--- src/rtl/axil_2_wb.sv ---
// AXI4-Lite responder bridging single-beat reads/writes onto a classic Wishbone master.
// One transaction in flight; an unacknowledged Wishbone cycle times out with SLVERR.
module axil_2_wb #(
    parameter int          pADDR_WIDTH = 12,
    parameter int          pDATA_WIDTH = 32,
    parameter logic [31:0] pBASE_ADDR  = 32'h3600_0000,
    parameter int          pTIMEOUT    = 255
) (
    input  logic                     wbs_clk_i,
    input  logic                     wbs_rst_i,
    input  logic                     awvalid,
    output logic                     awready,
    input  logic [pADDR_WIDTH-1:0]   awaddr,
    input  logic                     wvalid,
    output logic                     wready,
    input  logic [pDATA_WIDTH-1:0]   wdata,
    input  logic [pDATA_WIDTH/8-1:0] wstrb,
    output logic                     bvalid,
    input  logic                     bready,
    output logic [1:0]               bresp,
    input  logic                     arvalid,
    output logic                     arready,
    input  logic [pADDR_WIDTH-1:0]   araddr,
    output logic                     rvalid,
    input  logic                     rready,
    output logic [pDATA_WIDTH-1:0]   rdata,
    output logic [1:0]               rresp,
    output logic                     wbm_cyc_o,
    output logic                     wbm_stb_o,
    output logic                     wbm_we_o,
    output logic [31:0]              wbm_adr_o,
    output logic [pDATA_WIDTH-1:0]   wbm_dat_o,
    output logic [pDATA_WIDTH/8-1:0] wbm_sel_o,
    input  logic                     wbm_ack_i,
    input  logic [pDATA_WIDTH-1:0]   wbm_dat_i
);

    localparam int SW = pDATA_WIDTH / 8;
    localparam int CW = $clog2(pTIMEOUT + 1);
    localparam logic [1:0] RESP_OKAY   = 2'b00;
    localparam logic [1:0] RESP_SLVERR = 2'b10;

    typedef enum logic [2:0] {
        ST_IDLE, ST_WB_WR, ST_WB_RD, ST_WR_RESP, ST_RD_RESP
    } state_t;

    state_t state_q, state_d;

    logic                   aw_held_q, aw_held_d, w_held_q, w_held_d;
    logic [pADDR_WIDTH-1:0] aw_addr_q, aw_addr_d;
    logic [pDATA_WIDTH-1:0] w_data_q, w_data_d;
    logic [SW-1:0]          w_strb_q, w_strb_d;
    logic                   last_wr_q, last_wr_d;
    logic [CW-1:0]          cnt_q, cnt_d;
    logic                   cyc_q, cyc_d, stb_q, stb_d, we_q, we_d;
    logic [31:0]            adr_q, adr_d;
    logic [pDATA_WIDTH-1:0] dat_o_q, dat_o_d;
    logic [SW-1:0]          sel_q, sel_d;
    logic                   bvalid_q, bvalid_d, rvalid_q, rvalid_d;
    logic [1:0]             bresp_q, bresp_d, rresp_q, rresp_d;
    logic [pDATA_WIDTH-1:0] rdata_q, rdata_d;

    logic          idle, wr_pend, aw_hs, w_hs, ar_hs, in_wb, timed_out;
    logic [CW-1:0] cnt_inc;

    function automatic logic [31:0] wb_adr(input logic [pADDR_WIDTH-1:0] off);
        return pBASE_ADDR | 32'(off);
    endfunction

    // Readies depend only on state, never on the same-cycle valids.
    assign idle      = (state_q == ST_IDLE) && !wbs_rst_i;
    assign wr_pend   = aw_held_q && w_held_q;
    assign awready   = idle && !aw_held_q;
    assign wready    = idle && !w_held_q;
    assign arready   = idle && !(wr_pend && !last_wr_q);
    assign aw_hs     = awvalid && awready;
    assign w_hs      = wvalid && wready;
    assign ar_hs     = arvalid && arready;
    assign in_wb     = (state_q == ST_WB_WR) || (state_q == ST_WB_RD);
    assign cnt_inc   = cnt_q + CW'(1);
    assign timed_out = (cnt_inc == CW'(pTIMEOUT));

    always_ff @(posedge wbs_clk_i) begin
        if (wbs_rst_i) begin
            state_q   <= ST_IDLE;
            aw_held_q <= 1'b0;
            w_held_q  <= 1'b0;
            aw_addr_q <= '0;
            w_data_q  <= '0;
            w_strb_q  <= '0;
            last_wr_q <= 1'b0;
            cnt_q     <= '0;
            cyc_q     <= 1'b0;
            stb_q     <= 1'b0;
            we_q      <= 1'b0;
            adr_q     <= '0;
            dat_o_q   <= '0;
            sel_q     <= '0;
            bvalid_q  <= 1'b0;
            bresp_q   <= '0;
            rvalid_q  <= 1'b0;
            rdata_q   <= '0;
            rresp_q   <= '0;
        end else begin
            state_q   <= state_d;
            aw_held_q <= aw_held_d;
            w_held_q  <= w_held_d;
            aw_addr_q <= aw_addr_d;
            w_data_q  <= w_data_d;
            w_strb_q  <= w_strb_d;
            last_wr_q <= last_wr_d;
            cnt_q     <= cnt_d;
            cyc_q     <= cyc_d;
            stb_q     <= stb_d;
            we_q      <= we_d;
            adr_q     <= adr_d;
            dat_o_q   <= dat_o_d;
            sel_q     <= sel_d;
            bvalid_q  <= bvalid_d;
            bresp_q   <= bresp_d;
            rvalid_q  <= rvalid_d;
            rdata_q   <= rdata_d;
            rresp_q   <= rresp_d;
        end
    end

    // A held write loses to AR only when the last served transaction was a write.
    always_comb begin
        state_d = state_q;
        unique case (state_q)
            ST_IDLE: begin
                if (ar_hs)        state_d = ST_WB_RD;
                else if (wr_pend) state_d = ST_WB_WR;
            end
            ST_WB_WR:   if (wbm_ack_i || timed_out) state_d = ST_WR_RESP;
            ST_WB_RD:   if (wbm_ack_i || timed_out) state_d = ST_RD_RESP;
            ST_WR_RESP: if (bready) state_d = ST_IDLE;
            ST_RD_RESP: if (rready) state_d = ST_IDLE;
            default:    state_d = ST_IDLE;
        endcase
    end

    always_comb begin
        aw_held_d = aw_held_q;
        w_held_d  = w_held_q;
        aw_addr_d = aw_addr_q;
        w_data_d  = w_data_q;
        w_strb_d  = w_strb_q;
        last_wr_d = last_wr_q;
        adr_d     = adr_q;
        dat_o_d   = dat_o_q;
        sel_d     = sel_q;
        bresp_d   = bresp_q;
        rdata_d   = rdata_q;
        rresp_d   = rresp_q;
        cnt_d     = '0;

        if (aw_hs) begin
            aw_held_d = 1'b1;
            aw_addr_d = awaddr;
        end
        if (w_hs) begin
            w_held_d = 1'b1;
            w_data_d = wdata;
            w_strb_d = wstrb;
        end
        if (in_wb && !wbm_ack_i && !timed_out) cnt_d = cnt_inc;

        unique case (state_q)
            ST_IDLE: begin
                if (state_d == ST_WB_RD) begin
                    adr_d = wb_adr(araddr);
                    sel_d = '1;
                end else if (state_d == ST_WB_WR) begin
                    adr_d   = wb_adr(aw_addr_q);
                    dat_o_d = w_data_q;
                    sel_d   = w_strb_q;
                end
            end
            ST_WB_WR: begin
                if (wbm_ack_i)      bresp_d = RESP_OKAY;
                else if (timed_out) bresp_d = RESP_SLVERR;
            end
            ST_WB_RD: begin
                if (wbm_ack_i) begin
                    rdata_d = wbm_dat_i;
                    rresp_d = RESP_OKAY;
                end else if (timed_out) begin
                    rdata_d = '0;
                    rresp_d = RESP_SLVERR;
                end
            end
            ST_WR_RESP: begin
                if (bready) begin
                    aw_held_d = 1'b0;
                    w_held_d  = 1'b0;
                    last_wr_d = 1'b1;
                end
            end
            ST_RD_RESP: if (rready) last_wr_d = 1'b0;
            default: ;
        endcase

        cyc_d    = (state_d == ST_WB_WR) || (state_d == ST_WB_RD);
        stb_d    = cyc_d;
        we_d     = (state_d == ST_WB_WR);
        bvalid_d = (state_d == ST_WR_RESP);
        rvalid_d = (state_d == ST_RD_RESP);
    end

    assign wbm_cyc_o = cyc_q;
    assign wbm_stb_o = stb_q;
    assign wbm_we_o  = we_q;
    assign wbm_adr_o = adr_q;
    assign wbm_dat_o = dat_o_q;
    assign wbm_sel_o = sel_q;
    assign bvalid    = bvalid_q;
    assign bresp     = bresp_q;
    assign rvalid    = rvalid_q;
    assign rdata     = rdata_q;
    assign rresp     = rresp_q;

endmodule

--- config.mk ---
export PLATFORM = sky130hd
export DESIGN_NAME = axil_2_wb
export DESIGN_NICKNAME = d
export VERILOG_FILES = /design/src/rtl/axil_2_wb.sv
export SDC_FILE = /design/constraint.sdc
export NUM_CORES = 1
export LEC_CHECK = 0
export CORE_AREA = 2 2 117 119
export CTS_CLUSTER_DIAMETER = 200
export DETAILED_ROUTE_END_ITERATION = 7
export DIE_AREA = 0 0 119 121
export GPL_TIMING_DRIVEN = 0
export PLACE_DENSITY = 0.87
export SLEW_MARGIN = 15
export SYNTH_ARGS = -nofsm -noshare
export SYNTH_HDL_FRONTEND = slang
export SYNTH_SLANG_ARGS = --single-unit
--- constraint.sdc ---
create_clock -name wbs_clk_i -period 2.9 [get_ports wbs_clk_i]
set_input_delay 0.725 -clock wbs_clk_i [delete_from_list [all_inputs] [get_ports wbs_clk_i]]
set_output_delay 0.725 -clock wbs_clk_i [all_outputs]
set_load 0.02 [all_outputs]
==> results.toml, run 1 <==
[outcome]
status = "finished, final reports clean"

[yosys]
synth.area.top_cells = "dfxtp_1 (51%), nand2_1 (11%), a21oi_1 (9.9%)"
yosysSeqAreaShare = 0.5142
synth_area_per_cell_um2 = 8.113
synth_edf_count = 0
ys.warnings.count = 0
synth_most_common_cell = "nand2_1"
synth_common_cells = "nand2_1 (171), dfxtp_1 (149), a21oi_1 (115)"
synth_flop_cell = "dfxtp_1"
yosysTopAreaCell = "dfxtp_1"
synth-seq-cells = 149
async_flop_share = 0
synth.distinct_cells = 41
synthCells = 715
syn_area_um2 = 5801
synth_top_area_frac = 0.5142

[timing]
post-route-period-util = 0.9415
tightestPinTransition_ns = 0.6649
max_freq_mhz = 366.3
setup_violations = 0
finalHoldViolations = 0
fin_worst_skew_ns = 0.008532
setup_tns_ns = 0
period_needed_ns = 2.730
maxSlewViolCount = 0
rsz0062_at_grt = "false"
relSlewSlack = 0.5567

[drt]
wire_per_inst_um = 15.08
drtPass1Iterations = 5
vias_per_cell = 5.103
ant_nets = 0
drc_errors = 0
vias = 5777
drtIter0Drc = 356
wirelength_um = 17070

[power]
cellLeakagePower_uw = 0.002985
power_density_nw_per_um2 = 590.9
irDropWorstVdd_mv = 0.3521

[global_routing]
globalRouteMet2Util = 0.4019
busiest_layer = "met2"
antenna_found_initial = 0
gr-usage-met3 = 0.07566
grt_max_degree = 17
grt-ovfl-total = 0
grt_pass1_wl_um = 26970
use_met1 = 0.2864
grt_usage = 0.2371
grt_pass1_vias = 5423

[clock_network]
clock_latency_ns = 0.42
cts.sinks = 149
ctsRootBufferMaster = "clkbuf_16"
h-tree-depth = 4
cts_tree = "built"
clk_pin_slew_worst_paths_ns = 0.06
cts_setup_buffers = 0
numCtsBuffers = 17
cts_buffer_depth = 2

[floorplan]
die_x_um = 119
core_area_um2 = 13090
row_count = 42
die_y_um = 121
ios = 212
dieArea_um2 = 14400
start_util = 0.4433

[worst_setup_path]
reg2reg_from = "state_q[0]$_SDFF_PP0_"
end_kind = "output port"
cp_data_required_time_ns = 2.17
worstPathArrival_ns = 2.01
critPathLaunch = "state_q[1]$_SDFF_PP0_"
worst-setup-path-type = "flop to output port"
critPathMaxFanout = 10
start_kind = "flop"

[placed_design]
dpl.hpwl_um = 12470
port_buffers = 192
routabilityCongestion = 0.8549

[cells_and_area]
fin_nets = 1045
utilization = 0.6564
final_layout_size_suffix_gt1_frac = 0.07113
diodes = 0
area_growth_pct = 48.08
fillerInstances = 1114

[worst_hold_path]
min-delay-start = "wbm_dat_o[3]$_SDFFE_PP0P_"
hold_path_class = "flop to flop"

[job]
maxCapViolCount = 0
[logic make-up after synthesis]
group	share of synthesized area
simple gates	0.2164
compound gates	0.1842
flops	0.5142
buf+inv	0.07118
xor+xnor	0.009059
fa+ha+maj	0.004313
other cells	0.0006465
[layout by cell type (no fill, tap or decap), types with 3 or more instances in the layout]
cell type,count
clkdlybuf4s50_1,189
nand2_1,171
dfxtp_1,149
a21oi_1,115
nand3_1,59
clkbuf_1,47
nor2_1,41
a22oi_1,33
buf_4,22
conb_1,18
clkbuf_16,17
a311oi_1,14
buf_2,10
nor3_1,7
clkinvlp_4,6
inv_1,4
and2_1,4
xor2_1,4
nand2b_1,3
o21ai_0,3
[worst paths after layout]
kind | to | cells after the start | slack (ns)
max reg2reg | wbm_adr_o[7]$_SDFFE_PP0P_ | 6 | 0.55
min | wbm_dat_o[3]$_SDFFE_PP0P_ | 2 | 0.45
min reg2reg | wbm_dat_o[3]$_SDFFE_PP0P_ | 2 | 0.45
max | awready | 5 | 0.17
[routing by layer]
layer,vias to the layer above,wire (µm)
met1,2664,7130
met5,-,0
li1,2865,-
met2,225,8407
met4,0,265
met3,23,1263
[state kept, by name, indices dropped and copies added (netlist names), 3 cells and up]
register   count
wbm_adr_o     13
w_data_q      32
rdata         32
aw_addr_q     12
cnt_q          8
w_strb_q       4
wbm_dat_o     32
wbm_sel_o      4
state_q        3
[area by class of cell]
| type | count | area (µm²) | area share |
|---|---|---|---|
| Timing Repair Buffer | 192 | 1914 | 0.2229 |
| Multi-Input combinational cell | 500 | 2486 | 0.2894 |
| Inverter | 5 | 18.77 | 0.002185 |
| Sequential cell | 149 | 2983 | 0.3473 |
| Clock buffer | 20 | 436.7 | 0.05084 |
| Tap cell | 176 | 220.2 | 0.02564 |
| Buffer | 78 | 397.9 | 0.04632 |
| Clock inverter | 12 | 132.6 | 0.01544 |
[power breakdown]
group	internal [µW]	switching [µW]	total, µW	leakage (µW)
Sequential	2150	57.8	2200	0.00121
Clock	1260	859	2120	0.000258
Combinational	355	395	750	0.00152
Total	3760	1310	5080	0.00298
[worst max-delay path, stage by stage (launching register included)]
cell	delay, ns
dfxtp_1	0.29
buf_2	0.18
or4_4	0.56
nor2_4	0.14
clkbuf_4	0.22
buf_2	0.20
[stage by stage]
| stage | power (µW) | hold WS, ns | cells | instance area, µm² | worst slack [ns] |
|---|---|---|---|---|---|
| floorplan | 2629 | 0.4321 | 732 | 5864 | 0.2634 |
| global placement | 2976 | 0.4362 | 1100 | 8006 | -0.5610 |
| detailed placement | 2991 | 0.4422 | 1100 | 8006 | -0.5629 |
| CTS | 5099 | 0.4529 | 1132 | 8592 | -0.001227 |
| global route | 5267 | 0.4673 | 1132 | 8589 | 0.07962 |
| finish | 5075 | 0.4508 | 1132 | 8589 | 0.1697 |
[repair_timing]
action,4_1_cts,5_1_grt
pin swaps,0,0
gates cloned,0,0
hold buffers,0,0
gates resized for setup,10,2
endpoints found under the setup margin,3,1
No activity file was read; power rests on OpenSTA's default activity.
==> inputs of run 2 (changes only) <==
CAP_MARGIN = 10   (was default)
==> results of run 2 <==
The final DEF is identical to that of run 1; final timing and power are the same.
==> inputs of run 3 (changes only) <==
PLACE_DENSITY = 0.84   (was 0.87)
SKIP_LAST_GASP = 1   (was default)
==> results.toml, run 3 (same netlist as run 1, synthesis figures left out) <==
[outcome]
status = "finished, final reports clean"

[drt]
wire_per_inst_um = 14.86
wirelength_um = 16830
drtIter0Drc = 350
drtPass1Iterations = 5
vias = 5768
ant_nets = 0
vias_per_cell = 5.095
drc_errors = 0

[cells_and_area]
area_growth_pct = 48.66
fillerInstances = 1104
stdcell_count = 1132
multiInputGateArea_um2 = 2477
final_common_cell = "clkdlybuf4s50_1"
seqCellArea_um2 = 2983
fin_nets = 1045
mostFrequentLayoutCells = "clkdlybuf4s50_1 (189), nand2_1 (171), dfxtp_1 (149)"
final_layout_size_suffix_gt1_frac = 0.07113
diodes = 0

[floorplan]
dieArea_um2 = 14400
ios = 212
die_x_um = 119
start_util = 0.4433
core_area_um2 = 13090
row_count = 42
die_y_um = 121

[clock_network]
clk_pin_slew_worst_paths_ns = 0.06
cts_tree = "built"
clock_latency_ns = 0.42
cts_buffer_depth = 2
h-tree-depth = 4
hold_buffers = 0
cts.sinks = 149
numCtsBuffers = 17
ctsRootBufferMaster = "clkbuf_16"

[worst_setup_path]
end_kind = "output port"
cp_data_required_time_ns = 2.17
slowest_stage = "or4_1"
path_buf_inv = 3
worstPathArrival_ns = 2.13
start_kind = "flop"
cp_top_family = "simple AND/OR/NAND/NOR gates"
worst-setup-path-type = "flop to output port"
critPathMaxFanout = 10
slowest_delay_ns = 0.57
path_cells = "buf_2 -> or4_1 -> nor2_2 -> clkbuf_4 -> clkbuf_2"

[power]
p_sw_frac = 0.2465
power_density_nw_per_um2 = 600.5
p_comb_frac = 0.145
irDropWorstVdd_mv = 0.3655
internal_power_uw = 3902
p_sw_uw = 1277
clockPowerShare = 0.429
cellLeakagePower_uw = 0.003025
p_total_uw = 5178
seqPwrFrac = 0.426

[job]
maxCapViolCount = 0

[global_routing]
grt-ovfl-total = 0
grt_usage = 0.2330
grt_pass1_wl_um = 26550
antenna_found_initial = 0
grt_max_degree = 17
grt_pass1_vias = 5499

[placed_design]
port_buffers = 192
detailedPlace.worstSlack_ns = -0.6287
dpl.hpwl_um = 12360
routabilityCongestion = 0.8582
placed_cells = 1100

[timing]
period_needed_ns = 2.852
post-route-period-util = 0.9835
relSlewSlack = 0.5113
maxSlewViolCount = 0
max_freq_mhz = 350.6
tightestPinTransition_ns = 0.7312
finalHoldViolations = 0
fin_worst_skew_ns = 0.01854
rsz0062_at_grt = "true"
setup_violations = 0
setup_tns_ns = 0
worst_hold_slack_ns = 0.4508
final_critical_path_setup_slack_ns = 0.04775

[worst_hold_path]
hold_path_class = "flop to flop"
[run 3: final timing paths]
kind	from	end	slack, ns	cells after the start
setup / recovery	state_q[1]$_SDFF_PP0_	awready	0.05	5
hold / removal	w_data_q[28]$_SDFFE_PP0P_	wbm_dat_o[28]$_SDFFE_PP0P_	0.45	2
setup reg to reg	state_q[0]$_SDFF_PP0_	wbm_adr_o[11]$_SDFFE_PP0P_	0.40	6
hold reg to reg	w_data_q[28]$_SDFFE_PP0P_	wbm_dat_o[28]$_SDFFE_PP0P_	0.45	2
[run 3: timing repair]
item	in CTS	in global routing
endpoints found under the hold margin	0	0
buffers inserted	0	0
endpoints found under the setup margin	3	2
pin swaps	0	0
gates resized for setup	5	4
[run 3: worst register-to-register path, cell delays in order (launching register included)]
cell and delay (ns):
dfxtp_1 0.32, clkbuf_1 0.23, nor3_1 0.39, a21boi_0 0.30, clkbuf_1 0.43, clkbuf_1 0.49
a311oi_1 0.18
[run 3: power groups by stage]
| stage | clock network (µW) | logic [µW] | registers [µW] |
|---|---|---|---|
| after floorplan | 0 | 326 | 2300 |
| after global placement | 0 | 739 | 2240 |
| after detailed placement | 0 | 746 | 2250 |
| after CTS | 2250 | 750 | 2200 |
| after global routing | 2340 | 811 | 2220 |
| final | 2220 | 750 | 2200 |
[run 3: routing by layer]
| layer | global-route usage | share of wire |
|---|---|---|
| met5 | 0 | 0 |
| met4 | 0.07664 | 0.015 |
| met3 | 0.07566 | 0.073 |
| met2 | 0.4037 | 0.49 |
| met1 | 0.2723 | 0.42 |
[run 3: area by class of cell]
cell class	instances	area share
well taps	176	0.02554
plain buffers	78	0.04614
inverters	5	0.002176
flip-flops and latches	149	0.3459
clock buffers	25	0.05978
clock inverters	7	0.01074
multi-input cells	500	0.2873
repair buffers	192	0.2224
[run 3: stage by stage]
step                      cell area (µm²)    util
after floorplan                      5864       -
after global placement               8006  0.6119
after detailed placement             8006  0.6119
after CTS                            8618  0.6586
after global routing                 8623  0.6590
final                                8623  0.6590
